$ cat src/rtl/keypad_event_queue_if.sv
// Event handshake between the keypad event queue and its consumer.
//   ev_valid : queue holds at least one press event (master drives)
//   ev_code  : key code of the head event (master drives)
//   ev_ready : consumer takes the head event this cycle (slave drives)
interface keypad_event_queue_if;
  logic       ev_valid;
  logic [3:0] ev_code;
  logic       ev_ready;

  modport master (output ev_valid, output ev_code, input ev_ready);
  modport slave  (input ev_valid, input ev_code, output ev_ready);
endinterface

$ cat src/rtl/keypad_event_queue.sv
// Keypad event queue: turns raw 4x4 keypad scanner samples into one clean
// press event per physical press, buffers events in a small FWFT FIFO and
// offers them to the game logic over a valid/ready handshake. Also reports
// the key that is currently qualified as held.
// Ports:
//   clk            system clock, all logic on posedge
//   rst_n          synchronous reset, active low
//   key            scanner code (0..15 key, anything else = no key)
//   keypad_pressed scanner press flag
//   clr_overflow   clears the sticky overflow flag
//   ev             event handshake (master side: ev_valid/ev_code out, ev_ready in)
//   held           a key is currently qualified as held
//   held_code      code of the held key (meaningful while held=1)
//   fifo_count     number of queued events
//   overflow       sticky: a press event was dropped on a full queue
module keypad_event_queue #(
  parameter int DEBOUNCE_CYCLES = 12000,
  parameter int RELEASE_CYCLES  = 24000,
  parameter int DEPTH           = 4,
  parameter int CNT_W           = 16
) (
  input  logic                      clk,
  input  logic                      rst_n,
  input  logic [4:0]                key,
  input  logic                      keypad_pressed,
  input  logic                      clr_overflow,
  keypad_event_queue_if.master      ev,
  output logic                      held,
  output logic [3:0]                held_code,
  output logic [$clog2(DEPTH):0]    fifo_count,
  output logic                      overflow
);

  localparam int PTR_W = $clog2(DEPTH);
  localparam logic [CNT_W-1:0] DEB_LIM = CNT_W'(DEBOUNCE_CYCLES);
  localparam logic [CNT_W-1:0] REL_LIM = CNT_W'(RELEASE_CYCLES);
  localparam logic [PTR_W:0]   FULL    = (PTR_W + 1)'(DEPTH);

  typedef enum logic [1:0] {IDLE, ARMING, HELD} state_t;

  state_t           state_reg;
  logic [3:0]       cand_reg;
  logic [CNT_W-1:0] deb_cnt_reg;
  logic [CNT_W-1:0] rel_cnt_reg;
  logic             held_reg;
  logic [3:0]       held_code_reg;

  logic [3:0]       mem [DEPTH];
  logic [PTR_W-1:0] wr_ptr_reg;
  logic [PTR_W-1:0] rd_ptr_reg;
  logic [PTR_W:0]   count_reg;
  logic             overflow_reg;

  logic sample_valid;
  logic deb_done;
  logic rel_done;
  logic qualify;
  logic pop;
  logic do_push;
  logic drop;

  // Codes 16..31 all have bit 4 set, so bit 4 alone separates key from no-key.
  assign sample_valid = keypad_pressed & ~key[4];
  assign deb_done     = (deb_cnt_reg + 1'b1) == DEB_LIM;
  assign rel_done     = (rel_cnt_reg + 1'b1) == REL_LIM;

  // Press qualifies on the very sample that completes debounce, so the push
  // lands on the same edge as the transition into HELD.
  always_comb begin
    qualify = 1'b0;
    if (sample_valid) begin
      case (state_reg)
        IDLE:    qualify = (DEBOUNCE_CYCLES == 1);
        ARMING:  qualify = (key[3:0] == cand_reg) && deb_done;
        default: qualify = 1'b0;
      endcase
    end
  end

  always_ff @(posedge clk) begin
    if (!rst_n) begin
      state_reg     <= IDLE;
      cand_reg      <= '0;
      deb_cnt_reg   <= '0;
      rel_cnt_reg   <= '0;
      held_reg      <= 1'b0;
      held_code_reg <= '0;
    end else begin
      case (state_reg)
        IDLE: begin
          if (sample_valid) begin
            cand_reg    <= key[3:0];
            deb_cnt_reg <= CNT_W'(1);
            rel_cnt_reg <= '0;
            if (qualify) begin
              state_reg     <= HELD;
              held_reg      <= 1'b1;
              held_code_reg <= key[3:0];
            end else begin
              state_reg <= ARMING;
            end
          end
        end
        ARMING: begin
          if (sample_valid) begin
            rel_cnt_reg <= '0;
            if (key[3:0] != cand_reg) begin
              // A different key restarts debounce on the new code.
              cand_reg    <= key[3:0];
              deb_cnt_reg <= CNT_W'(1);
            end else begin
              if (deb_cnt_reg != DEB_LIM) deb_cnt_reg <= deb_cnt_reg + 1'b1;
              if (qualify) begin
                state_reg     <= HELD;
                held_reg      <= 1'b1;
                held_code_reg <= cand_reg;
              end
            end
          end else begin
            // Short dropouts keep the debounce progress.
            if (rel_cnt_reg != REL_LIM) rel_cnt_reg <= rel_cnt_reg + 1'b1;
            if (rel_done) begin
              state_reg   <= IDLE;
              deb_cnt_reg <= '0;
              rel_cnt_reg <= '0;
            end
          end
        end
        HELD: begin
          if (sample_valid) begin
            rel_cnt_reg <= '0;
          end else begin
            if (rel_cnt_reg != REL_LIM) rel_cnt_reg <= rel_cnt_reg + 1'b1;
            if (rel_done) begin
              state_reg   <= IDLE;
              held_reg    <= 1'b0;
              deb_cnt_reg <= '0;
              rel_cnt_reg <= '0;
            end
          end
        end
        default: state_reg <= IDLE;
      endcase
    end
  end

  // A pop frees a slot on the same edge, so a push into a full queue that is
  // being drained is accepted rather than dropped.
  assign pop     = (count_reg != '0) & ev.ev_ready;
  assign do_push = qualify & ((count_reg != FULL) | pop);
  assign drop    = qualify & (count_reg == FULL) & ~pop;

  always_ff @(posedge clk) begin
    if (!rst_n) begin
      for (int i = 0; i < DEPTH; i++) mem[i] <= '0;
      wr_ptr_reg   <= '0;
      rd_ptr_reg   <= '0;
      count_reg    <= '0;
      overflow_reg <= 1'b0;
    end else begin
      if (do_push) begin
        mem[wr_ptr_reg] <= key[3:0];
        wr_ptr_reg      <= wr_ptr_reg + 1'b1;
      end
      if (pop) rd_ptr_reg <= rd_ptr_reg + 1'b1;
      case ({do_push, pop})
        2'b10:   count_reg <= count_reg + 1'b1;
        2'b01:   count_reg <= count_reg - 1'b1;
        default: count_reg <= count_reg;
      endcase
      if (drop)              overflow_reg <= 1'b1;
      else if (clr_overflow) overflow_reg <= 1'b0;
    end
  end

  assign ev.ev_valid = (count_reg != '0);
  assign ev.ev_code  = mem[rd_ptr_reg];
  assign held        = held_reg;
  assign held_code   = held_code_reg;
  assign fifo_count  = count_reg;
  assign overflow    = overflow_reg;

endmodule

$ cat src/flat_wrapper.sv
// flat-port wrapper written by rule: the top's interface ports become plain ports
module keypad_event_queue_flat 
#(
  parameter int DEBOUNCE_CYCLES = 12000,
  parameter int RELEASE_CYCLES  = 24000,
  parameter int DEPTH           = 4,
  parameter int CNT_W           = 16
)
  (clk, rst_n, key, keypad_pressed, clr_overflow, held, held_code, fifo_count, overflow, ev_ev_valid, ev_ev_code, ev_ev_ready);
  keypad_event_queue_if ev_i ();
  input  logic clk;
  input  logic rst_n;
  input  logic [4:0] key;
  input  logic keypad_pressed;
  input  logic clr_overflow;
  output logic held;
  output logic [3:0] held_code;
  output logic [$clog2(DEPTH):0] fifo_count;
  output logic overflow;
  output wire logic [$bits(ev_i.ev_valid)-1:0] ev_ev_valid;
  output wire logic [$bits(ev_i.ev_code)-1:0] ev_ev_code;
  input wire logic [$bits(ev_i.ev_ready)-1:0] ev_ev_ready;
  assign ev_ev_valid = ev_i.ev_valid;
  assign ev_ev_code = ev_i.ev_code;
  assign ev_i.ev_ready = ev_ev_ready;
  keypad_event_queue #(.DEBOUNCE_CYCLES(DEBOUNCE_CYCLES), .RELEASE_CYCLES(RELEASE_CYCLES), .DEPTH(DEPTH), .CNT_W(CNT_W)) u_core (.clk(clk), .rst_n(rst_n), .key(key), .keypad_pressed(keypad_pressed), .clr_overflow(clr_overflow), .ev(ev_i), .held(held), .held_code(held_code), .fifo_count(fifo_count), .overflow(overflow));
endmodule
$ cat config.mk
export PLATFORM = sky130hd
export DESIGN_NAME = keypad_event_queue_flat
export DESIGN_NICKNAME = d
export VERILOG_FILES = /design/src/rtl/keypad_event_queue_if.sv /design/src/rtl/keypad_event_queue.sv /design/src/flat_wrapper.sv
export SDC_FILE = /design/constraint.sdc
export NUM_CORES = 1
export LEC_CHECK = 0
export BUFFER_PORTS_ARGS = -buffer_cell sky130_fd_sc_hd__clkbuf_2
export CORE_MARGIN = 3
export CORE_UTILIZATION = 55
export DETAILED_ROUTE_END_ITERATION = 6
export PLACE_DENSITY = 0.72
export SLEW_MARGIN = 5
export SYNTH_ARGS = -nofsm -noshare
export SYNTH_HDL_FRONTEND = slang
export SYNTH_SLANG_ARGS = --single-unit
$ cat constraint.sdc
create_clock -name clk -period 2.9 [get_ports clk]
set_input_delay 0.145 -clock clk [delete_from_list [all_inputs] [get_ports clk]]
set_output_delay 0.145 -clock clk [all_outputs]
set_load 0.03 [all_outputs]
* Word-level counts from Yosys, hierarchy flattened
Memories as Yosys holds them, arrays and structs flattened. A register that Yosys moved wholly into a read port is not among the register bits.
Index checks and enable logic that the tools add are counted.
** Storage, ports and cells
- Output and inout bits :: 14
- Input bits :: 10
- Logic and storage cells :: 116
- Register bits after elaboration :: 51
- Memory bits (writable) :: 16
- Memories kept :: 1
** Cells by class
- Eq/ne operators :: 24
- Bitwise operators :: 8
- Reductions and logical operators :: 16
- Add/sub/neg operators :: 6
- Multiplexer cells :: 51
** Memory list
- u_core.mem :: depth 4, bits a word 4, read ports 1, clocked after Yosys merged registers in 1, write ports 4, RTL line keypad_event_queue.sv:48 : logic [3:0] mem [DEPTH];
** Operators with widths (count)
- $mux W16 :: 10
- $pmux W16 S3 :: 1
- $mux W4 :: 9
- $add A16 B1 Y16 const B :: 2
- $pmux W16 S2 :: 1
- $mux W2 :: 10
- $eq A16 B14 Y1 const B :: 1
- $eq A16 B15 Y1 const B :: 1
- $ne A16 B14 Y1 const B :: 1
- $ne A16 B15 Y1 const B :: 1
- $pmux W4 S2 :: 2
- $mux W1 :: 15
- $ne A2 B1 Y1 const B :: 6
- $reduce_and A4 Y1 :: 3
- $reduce_and A6 Y1 :: 2
- $ne A3 B3 Y1 const B :: 3
- $reduce_bool A2 Y1 :: 4
- $pmux W2 S3 :: 1
- $pmux W3 S2 :: 1
- $reduce_bool A3 Y1 :: 2
- $and A1 B1 Y1 :: 5
- $add A2 B1 Y2 const B :: 2
- $eq A2 B1 Y1 const B :: 2
- $eq A2 B2 Y1 const B :: 2
- 16 further kinds :: 18

* Depth between registers and ports, before layout
Gate-level depths: netlist (run 1).
- Depth after elaboration :: 11
- Depth in mapped cells :: 11
- Gate-level depth less buffers :: 11

* Worst setup path before layout (run 1)
Ideal clock, no wire load.
- Path kind :: reg2reg
- Start point :: register u_core.deb_cnt_reg[1]
- End point :: register u_core.count_reg[2] (netlist: u_core.fifo_count[2])
- Library setup time :: 121 ps
- Slack :: 165 ps
- Cell stages (with the launch flop) :: 12
- Period minus slack after synthesis :: 2735 ps
- Buffers on the path :: 0
- Arrival time :: 2614 ps
- Path through :: dfxtp_1 > ha_1 > nand3_2 > nor3_4 > nor3_1 > o2111a_4 > nor2_1 > inv_1 > fa_1 > nor2_1 > a22oi_2 > mux2i_1
** Between the ends
- Longest elaborated chain between the ends :: 8
- Elaborated cells between the ends (all ways) :: 10
** RTL lines
- from (decl) :: RTL line keypad_event_queue.sv:43 : logic [CNT_W-1:0] deb_cnt_reg;
- from (signal assigned) :: RTL line keypad_event_queue.sv:112 : if (deb_cnt_reg != DEB_LIM) deb_cnt_reg <= deb_cnt_reg + 1'b1;
- $add A16 B1 Y16 (*) :: RTL line keypad_event_queue.sv:64 : assign deb_done = (deb_cnt_reg + 1'b1) == DEB_LIM;
- $eq A16 B14 Y1 (*) :: RTL line keypad_event_queue.sv:64
- $logic_and A1 B1 Y1 (*) :: RTL line keypad_event_queue.sv:74 : ARMING: qualify = (key[3:0] == cand_reg) && deb_done;
- $mux W1 (*) :: RTL line keypad_event_queue.sv:72 : case (state_reg)
- $mux W1 (*) :: RTL line keypad_event_queue.sv:71 : if (sample_valid) begin
- $and A1 B1 Y1 (*) :: RTL line keypad_event_queue.sv:150 : assign do_push = qualify & ((count_reg != FULL) | pop);
- $eq A2 B1 Y1 or $eq A2 B2 Y1 (tied branches) :: RTL line keypad_event_queue.sv:166 : case ({do_push, pop})
- $pmux W3 S2 or $reduce_bool A2 Y1 (tied branches)
- to (signal assigned) :: RTL line keypad_event_queue.sv:167 : 2'b10: count_reg <= count_reg + 1'b1;
- to (signal assigned) :: RTL line keypad_event_queue.sv:168 : 2'b01: count_reg <= count_reg - 1'b1;
- to (signal assigned) :: RTL line keypad_event_queue.sv:169 : default: count_reg <= count_reg;
- to (decl) :: RTL line keypad_event_queue.sv:51 : logic [PTR_W:0] count_reg;
Mark *: on every way between the ends. The rest lies on a longest branch, timed or not.
A chain may end at the register's enable or synchronous reset.

* Final worst setup path (run 1)
- Start point :: register u_core.deb_cnt_reg[2]
- End point :: register u_core.count_reg[1] (netlist: u_core.fifo_count[1])
Same word-level chain as after synthesis.

==> flow_summary.ini, run 1 <==
[cts]
ctsRootBufferMaster = clkbuf_8
clk_path_buf_depth = 2
cts_buffers = 9
post_cts_buffers = 0
clk_latency_ns = 0.35
clk_pin_slew_ns = 0.08
cts_tree = yes
holdBufCountCts = 0
cts.sinks = 69
ctsResizeCount = 0
cts_max_level = 3

[layout]
multi_input_area_um2 = 2575
fin_cells = 645
nFillCells = 651
num_antenna_cells = 0
nNetsFinal = 562
drive_gt1_share_pct = 16.85
fin_util_pct = 65.57
seq_area_um2 = 1541
layout_common_cells = 53 x dfxtp_1, 49 x nand2_1, 43 x nor2_1
final_common_cell = dfxtp_1
syn2layout_area_growth_pct = 13.03

[timing]
rsz0062_at_grt = false
skew_ns = 0.004815
slew_headroom_pct = 50.94
hold_ws_ns = 0.05905
max_clock_freq_mhz = 364.3
setup_tns_ns = 0
finalCritPeriodShare_pct = 94.67
finalHoldViolations = 0
report.final.slew_viol_count = 0
tightest_slew_ns = 0.7303
fin_crit_ns = 2.745
setup_violations = 0

[worst_setup_path]
critPathMaxFanout = 12
crit_slowest_cell = dfxtp_1
startpoint_type = flip-flop
critPathBufInv = 1
cp_top_family = simple AND/OR/NAND/NOR gates
reg2regPathDepth = 9
worstSetupEndpointType = flip-flop
crit_end = u_core.fifo_count[1]$_SDFFE_PN0P_
crit_required_ns = 3.18
cp.depth = 9
r2r-end = u_core.fifo_count[1]$_SDFFE_PN0P_
arrival_ns = 3.03
regToRegStartpoint = u_core.deb_cnt_reg[2]$_SDFFE_PN0P_
critPathKind = reg -> reg
r2r_setup_slack_ns = 0.15
startpoint = u_core.deb_cnt_reg[2]$_SDFFE_PN0P_
critPathMaxStageDelay_ns = 0.61
path_cells = nand4_4 > or3_4 > a2111oi_4 > o2111a_4 > nor2_1 > inv_1 > fa_1 > nand2b_1 > mux2i_1

[run_status]
status = complete, no violations

[yosys]
avgSynthCellArea_um2 = 8.538
synth_cell_types = 71
synth_edf_count = 16
synth_top_family_by_area = simple AND/OR/NAND/NOR gates
synth_cells = 506
synth_nets = 527
ys.flop_type = dfxtp_1
synthAdderAreaFrac_pct = 3.359
synthArstFlopShare_pct = 0
synth_mux_area_share_pct = 4.431
syn_area_um2 = 4320
synth_xor_area_share_pct = 3.244
yosysSeqAreaShare_pct = 35.68
yosys.area_share.simple_pct = 29.08
synth_compound_area_share_pct = 19.49
ys_ff_latch = 69
yosys_warnings = 0

[pwr]
power_density_nw_per_um2 = 549.3
p_sw_share_pct = 34.22
seqPwrFrac_pct = 39.9
peakVddDrop_mv = 0.3090
intPower_mw = 1.765
comb_power_share_pct = 25.8
switchingPower_uw = 917.9
power_leakage_nw = 1.776
p_clk_share_pct = 34.4

[grt]
first_global_vias = 3674
gr-total-overflow = 0
antenna_found_initial = 0
grt_first_pass_wirelength_um = 18100
grt_max_degree = 33
gr-usage-all-layers_pct = 25.70

[placement]
dp_hpwl_um = 7836
dp.cells = 629
gp_congestion = 0.9086
io_buffers = 23

[detailed_routing]
drt-total-wl_um = 10680
ant_nets = 0
routed_via_density = 6.181
drt_first_pass_iters = 5
drc = 0
post_drt_wl_per_cell_um = 16.56
num_vias = 3987
drtIter0Drc = 197

[floorplan]
num_rows = 31
die-area_um2 = 8955
coreArea_um2 = 7447
start_util_pct = 58.01
die_w_um = 94.63
io_pins = 24
die_h_um = 94.63

[min_path]
hold_depth = 3
hp-class = in -> reg

[flow_run]
cap_violations = 0
worst min path at each step:
stage                             from                               to  slack, ns
after detailed placement  clr_overflow     u_core.overflow$_SDFFE_PN0P_       0.42
after global routing      clr_overflow     u_core.overflow$_SDFFE_PN0P_       0.05
after CTS                 clr_overflow     u_core.overflow$_SDFFE_PN0P_       0.05
after floorplan                 key[0]  u_core.cand_reg[0]$_SDFFE_PN0P_       0.29
final                     clr_overflow     u_core.overflow$_SDFFE_PN0P_       0.06
after global placement    clr_overflow     u_core.overflow$_SDFFE_PN0P_       0.41
metrics by stage:
step / setup slack (ns) / cell area, um2 / power [mW]
finish: 0.1546 / 4883 / 2.682
CTS: 0.1719 / 4883 / 2.682
floorplan: 0.1652 / 4320 / 1.522
detailed placement: 0.1926 / 4653 / 1.766
global placement: 0.2808 / 4653 / 1.754
global route: 0.01194 / 4883 / 2.806
tightest hold or removal path: cells and delay by family:
kind	cells	cell delay, ns
buffers and inverters	1	0.07
AO/OA/AOI/OAI	1	0.05
AND/OR/NAND/NOR	1	0.09
synthesized netlist by cell type, drive strengths merged, types with 5 or more instances:
library cell,count,area (um2)
and3,7,43.79
buf,13,76.32
mux2i,9,90.09
nand3,26,140.1
ha,10,125.1
nor3,17,96.35
inv,20,75.07
a211oi,5,37.54
nor4b,5,50.04
clkbuf,14,52.55
edfxtp,16,480.5
o221ai,5,43.79
nor2,43,161.4
a21oi,23,122.6
nand4,14,108.9
and2,18,112.6
dfxtp,53,1061
nand2b,13,81.33
o21ai,37,185.2
xnor2,13,113.9
nand2,49,183.9
a41oi,10,87.58
nor4,7,50.05
or3,8,55.05
per-layer routing:
metal	routed length [um]	track usage [%]	share of wire [%]
met5	0	0	0
met4	136	7.212	1.3
met3	531	4.223	5.0
met2	5135	42.45	48
met1	4877	34.77	46
power by group through the flow:
| stage | Clock, mW | Sequential (mW) | Combinational, mW |
|---|---|---|---|
| 3_3_place_gp | 0 | 1.09 | 0.664 |
| 6_report | 0.921 | 1.07 | 0.691 |
| 4_1_cts | 0.933 | 1.07 | 0.679 |
| 3_5_place_dp | 0 | 1.09 | 0.674 |
| 2_1_floorplan | 0 | 1.12 | 0.405 |
| 5_1_grt | 0.974 | 1.08 | 0.756 |
area by class of cell:
cell class	count	area share, %
multi-input combinational	390	52.73
sequential	69	31.57
timing repair buffer	51	6.918
clock buffer	9	2.537
tap	99	2.537
clock inverter	7	2.178
inverter	20	1.537
cells by family after synthesis:
| logic type | count (synthesis) |
|---|---|
| and+or+nand+nor | 228 |
| xor gates and xnor gates | 16 |
| muxes | 14 |
| adders and majority gates | 11 |
| DFF | 69 |
| AOI/OAI and AO/OA | 121 |
| buffers and inverters | 47 |
Note: power is estimated with default switching activity, not from simulation.
==> run 2, diff against run 1 <==
Settings changed: HOLD_SLACK_MARGIN set to 0.06.
==> flow_summary.ini, run 2 (synthesis results as in run 1) <==
[worst_setup_path]
regToRegStartpoint = u_core.deb_cnt_reg[2]$_SDFFE_PN0P_
critPathBufInv = 1
reg2regPathDepth = 9
r2r-end = u_core.fifo_count[1]$_SDFFE_PN0P_
worstSetupEndpointType = flip-flop
arrival_ns = 3.03
crit_end = u_core.fifo_count[1]$_SDFFE_PN0P_
cp.depth = 9
crit_required_ns = 3.18
crit_slowest_cell = dfxtp_1
startpoint_type = flip-flop
path_cells = nand4_4 > or3_4 > a2111oi_4 > o2111a_4 > nor2_1 > inv_1 > fa_1 > nand2b_1 > mux2i_1
cp_top_family = simple AND/OR/NAND/NOR gates
critPathKind = reg -> reg
critPathMaxStageDelay_ns = 0.61
critPathMaxFanout = 12
r2r_setup_slack_ns = 0.15
startpoint = u_core.deb_cnt_reg[2]$_SDFFE_PN0P_

[floorplan]
die_w_um = 94.63
start_util_pct = 58.01
die_h_um = 94.63
io_pins = 24
coreArea_um2 = 7447
die-area_um2 = 8955
num_rows = 31

[timing]
rsz0062_at_grt = false
fin_crit_ns = 2.748
tightest_slew_ns = 0.7330
finalCritPeriodShare_pct = 94.77
hold_ws_ns = 0.1657
slew_headroom_pct = 50.76
setup_violations = 0
finalHoldViolations = 0
setup_tns_ns = 0
max_clock_freq_mhz = 363.9
skew_ns = 0.004950
report.final.slew_viol_count = 0

[placement]
dp.cells = 629
postPlaceCellArea_um2 = 4653
dp_hpwl_um = 7836
gp_congestion = 0.9086
io_buffers = 23

[cts]
cts_max_level = 3
clk_latency_ns = 0.35
ctsRootBufferMaster = clkbuf_8
clk_pin_slew_ns = 0.08
cts.sinks = 69
cts_tree = yes
cts_buffers = 9
post_cts_buffers = 0
clk_path_buf_depth = 2

[layout]
fin_cells = 646
nNetsFinal = 563
num_antenna_cells = 0
syn2layout_area_growth_pct = 13.26
seq_area_um2 = 1541
drive_gt1_share_pct = 16.82
layout_common_cells = 53 x dfxtp_1, 49 x nand2_1, 43 x nor2_1
design_area_um2 = 4893
nFillCells = 650
multi_input_area_um2 = 2575
final_common_cell = dfxtp_1

[grt]
grt_max_degree = 33
antenna_found_initial = 0
grt_first_pass_wirelength_um = 18120
gr-usage-all-layers_pct = 25.72
gr-total-overflow = 0
first_global_vias = 3686

[detailed_routing]
routed_via_density = 6.147
drt-total-wl_um = 10690
ant_nets = 0
drtIter0Drc = 220
drc = 0
num_vias = 3971
drt_first_pass_iters = 5
post_drt_wl_per_cell_um = 16.55

[flow_run]
cap_violations = 0

[run_status]
status = complete, no violations

[pwr]
power_density_nw_per_um2 = 548.8
p_total_mw = 2.685
power_leakage_nw = 1.780
peakVddDrop_mv = 0.3067

[min_path]
hp-class = in -> reg
-- run 2: cell types whose count changed in the layout (fill, tap and decap cells not counted) --
cell / delta
dlygate4sd3_1: +1
-- run 2: worst register-to-register path: stages, from the launching register on --
cell and delay, ns:
dfxtp_1 0.61, nand4_4 0.19, or3_4 0.39, a2111oi_4 0.37, o2111a_4 0.31, nor2_1 0.07, inv_1 0.07, fa_1 0.41
nand2b_1 0.15, mux2i_1 0.12
-- run 2: worst min-delay path by stage --
stage | from | slack, ns | end | depth (start not counted)
2_1_floorplan | key[0] | 0.29 | u_core.cand_reg[0]$_SDFFE_PN0P_ | 2
3_5_place_dp | clr_overflow | 0.42 | u_core.overflow$_SDFFE_PN0P_ | 3
4_1_cts | key[1] | 0.16 | u_core.cand_reg[1]$_SDFFE_PN0P_ | 3
6_report | key[1] | 0.17 | u_core.cand_reg[1]$_SDFFE_PN0P_ | 3
5_1_grt | ev_ev_ready | 0.18 | u_core.overflow$_SDFFE_PN0P_ | 4
3_3_place_gp | clr_overflow | 0.41 | u_core.overflow$_SDFFE_PN0P_ | 3
-- run 2: area by class of cell --
type | count | share of cell area [%]
multi-input cells | 390 | 52.62
flip-flops and latches | 69 | 31.50
repair buffers | 52 | 7.108
clock buffers | 9 | 2.531
well taps | 99 | 2.531
clock inverters | 7 | 2.173
inverters | 20 | 1.534
-- run 2: routing by layer --
layer | track usage, % | vias up | wire length, um
met5 | 0 | - | 0
met2 | 42.57 | 107 | 5171
met1 | 34.72 | 1909 | 4892
met4 | 7.212 | 0 | 148
li1 | - | 1938 | -
met3 | 4.223 | 17 | 475
-- run 2: repair_timing --
action,4_1_cts,5_1_grt
endpoints found under the hold margin,1,0
endpoints found under the setup margin,0,0
resized for setup,0,0
hold buffers,1,0
-- run 2: metrics by stage --
| step | utilization (%) | setup WS [ns] |
|---|---|---|
| 2_1_floorplan | - | 0.1652 |
| 3_3_place_gp | 62.48 | 0.2808 |
| 3_5_place_dp | 62.48 | 0.1926 |
| 4_1_cts | 65.71 | 0.1719 |
| 5_1_grt | 65.71 | 0.01016 |
| 6_report | 65.71 | 0.1517 |
-- run 2: power by group --
part	internal, mW	total, mW	switching, mW
Sequential	1.03	1.07	0.0412
Clock	0.499	0.922	0.423
Combinational	0.236	0.693	0.456
Total	1.77	2.69	0.920
==> run 3, diff against run 2 <==
Settings changed: CTS_BUF_LIST set to sky130_fd_sc_hd__clkbuf_16.
==> flow_summary.ini, run 3 (synthesis results as in run 1) <==
[timing]
report.final.slew_viol_count = 0
skew_ns = 0.006493
fin_ws_ns = 0.1625
fin_crit_ns = 2.738
setup_violations = 0
rsz0062_at_grt = false
tightest_slew_ns = 0.7318
finalCritPeriodShare_pct = 94.40
slew_headroom_pct = 50.84
finalHoldViolations = 0
max_clock_freq_mhz = 365.3
setup_tns_ns = 0

[detailed_routing]
post_drt_wl_per_cell_um = 16.92
drt_first_pass_iters = 4
ant_nets = 0
drt-total-wl_um = 10910
drtIter0Drc = 184
num_vias = 3956
routed_via_density = 6.133
drc = 0

[grt]
antenna_found_initial = 0
grt_max_degree = 33
first_global_vias = 3759
gr-usage-all-layers_pct = 26.41
grt_first_pass_wirelength_um = 18490
gr-total-overflow = 0

[cts]
post_cts_buffers = 0
holdBufCountCts = 0
clk_path_buf_depth = 2
clk_latency_ns = 0.34
cts_buffers = 9
ctsRootBufferMaster = clkbuf_16
ctsResizeCount = 0
cts.sinks = 69
clk_pin_slew_ns = 0.06
cts_tree = yes
cts_max_level = 3

[worst_setup_path]
reg2regPathDepth = 9
regToRegStartpoint = u_core.deb_cnt_reg[2]$_SDFFE_PN0P_
r2r-end = u_core.fifo_count[1]$_SDFFE_PN0P_
crit_slowest_cell = dfxtp_1
critPathKind = reg -> reg
crit_required_ns = 3.17
critPathMaxStageDelay_ns = 0.59
worstSetupEndpointType = flip-flop
arrival_ns = 3.01
path_cells = nand4_4 > or3_4 > a2111oi_4 > o2111a_4 > nor2_1 > inv_1 > fa_1 > nand2b_1 > mux2i_1
cp_top_family = simple AND/OR/NAND/NOR gates
r2r_setup_slack_ns = 0.16
critPathMaxFanout = 12
critPathBufInv = 1
startpoint_type = flip-flop

[pwr]
p_total_mw = 2.997
switchingPower_uw = 962.1
p_sw_share_pct = 32.11
intPower_mw = 2.035
comb_power_share_pct = 23.0
power_density_nw_per_um2 = 601.2
p_clk_share_pct = 41.2
power_leakage_nw = 1.822
peakVddDrop_mv = 0.4017
seqPwrFrac_pct = 35.8

[floorplan]
die_h_um = 94.63
die-area_um2 = 8955
die_w_um = 94.63
io_pins = 24
num_rows = 31
start_util_pct = 58.01
coreArea_um2 = 7447

[layout]
num_antenna_cells = 0
nFillCells = 631
layout_common_cells = 53 x dfxtp_1, 49 x nand2_1, 43 x nor2_1
nNetsFinal = 562
multi_input_area_um2 = 2575
seq_area_um2 = 1541
syn2layout_area_growth_pct = 15.38
drive_gt1_share_pct = 16.85
final_common_cell = dfxtp_1

[min_path]
hp-class = in -> reg
hold_depth = 3
min-delay-start = clr_overflow
holdPathEnd = u_core.overflow$_SDFFE_PN0P_

[placement]
detailedPlace.worstSlack_ns = 0.1926
dp_hpwl_um = 7836
io_buffers = 23
gp_congestion = 0.9086

[flow_run]
cap_violations = 0

[run_status]
status = complete, no violations
## run 3: per-stage QoR
stage | hold WS (ns) | cells | instance area (um2) | util (%)
2_1_floorplan | 0.2922 | 506 | 4320 | -
3_3_place_gp | 0.4088 | 629 | 4653 | 62.48
3_5_place_dp | 0.4222 | 629 | 4653 | 62.48
4_1_cts | 0.07123 | 645 | 4985 | 66.94
5_1_grt | 0.07451 | 645 | 4985 | 66.94
6_report | 0.07552 | 645 | 4985 | 66.94
## run 3: per-layer routing
metal	GRT usage (%)	share of wire, %	vias up
met3	4.940	4.6	15
met5	0	0	-
met4	7.813	1.1	0
li1	-	-	1932
met1	34.48	45	1906
met2	44.45	49	103
## run 3: worst register-to-register path, cell delays in order (launching register included)
cell	delay, ns
dfxtp_1	0.59
nand4_4	0.19
or3_4	0.39
a2111oi_4	0.37
o2111a_4	0.32
nor2_1	0.07
inv_1	0.07
fa_1	0.41
nand2b_1	0.15
mux2i_1	0.12
## run 3: power groups by stage
stage | Clock (mW) | Combinational, mW | Sequential, mW
floorplan | 0 | 0.405 | 1.12
global placement | 0 | 0.664 | 1.09
detailed placement | 0 | 0.674 | 1.09
CTS | 1.25 | 0.680 | 1.07
global route | 1.28 | 0.755 | 1.08
finish | 1.24 | 0.689 | 1.07
## run 3: how the worst max path moves through the flow
stage                                        from                                end  slack, ns  cells past startpoint
6_report       u_core.deb_cnt_reg[2]$_SDFFE_PN0P_  u_core.fifo_count[1]$_SDFFE_PN0P_       0.16                      9
3_5_place_dp   u_core.deb_cnt_reg[2]$_SDFFE_PN0P_  u_core.fifo_count[1]$_SDFFE_PN0P_       0.19                      9
3_3_place_gp   u_core.deb_cnt_reg[2]$_SDFFE_PN0P_  u_core.fifo_count[1]$_SDFFE_PN0P_       0.28                      9
5_1_grt        u_core.deb_cnt_reg[2]$_SDFFE_PN0P_  u_core.fifo_count[1]$_SDFFE_PN0P_       0.02                      9
2_1_floorplan  u_core.deb_cnt_reg[1]$_SDFFE_PN0P_  u_core.fifo_count[2]$_SDFFE_PN0P_       0.17                     11
4_1_cts        u_core.deb_cnt_reg[2]$_SDFFE_PN0P_  u_core.fifo_count[1]$_SDFFE_PN0P_       0.18                      9
## run 3: final cells by class
| cell class | count | share of cell area (%) |
|---|---|---|
| clock buffers | 9 | 4.518 |
| clock inverters | 7 | 2.134 |
| inverters | 20 | 1.506 |
| multi-input cells | 390 | 51.66 |
| flip-flops and latches | 69 | 30.92 |
| well taps | 99 | 2.485 |
| repair buffers | 51 | 6.777 |
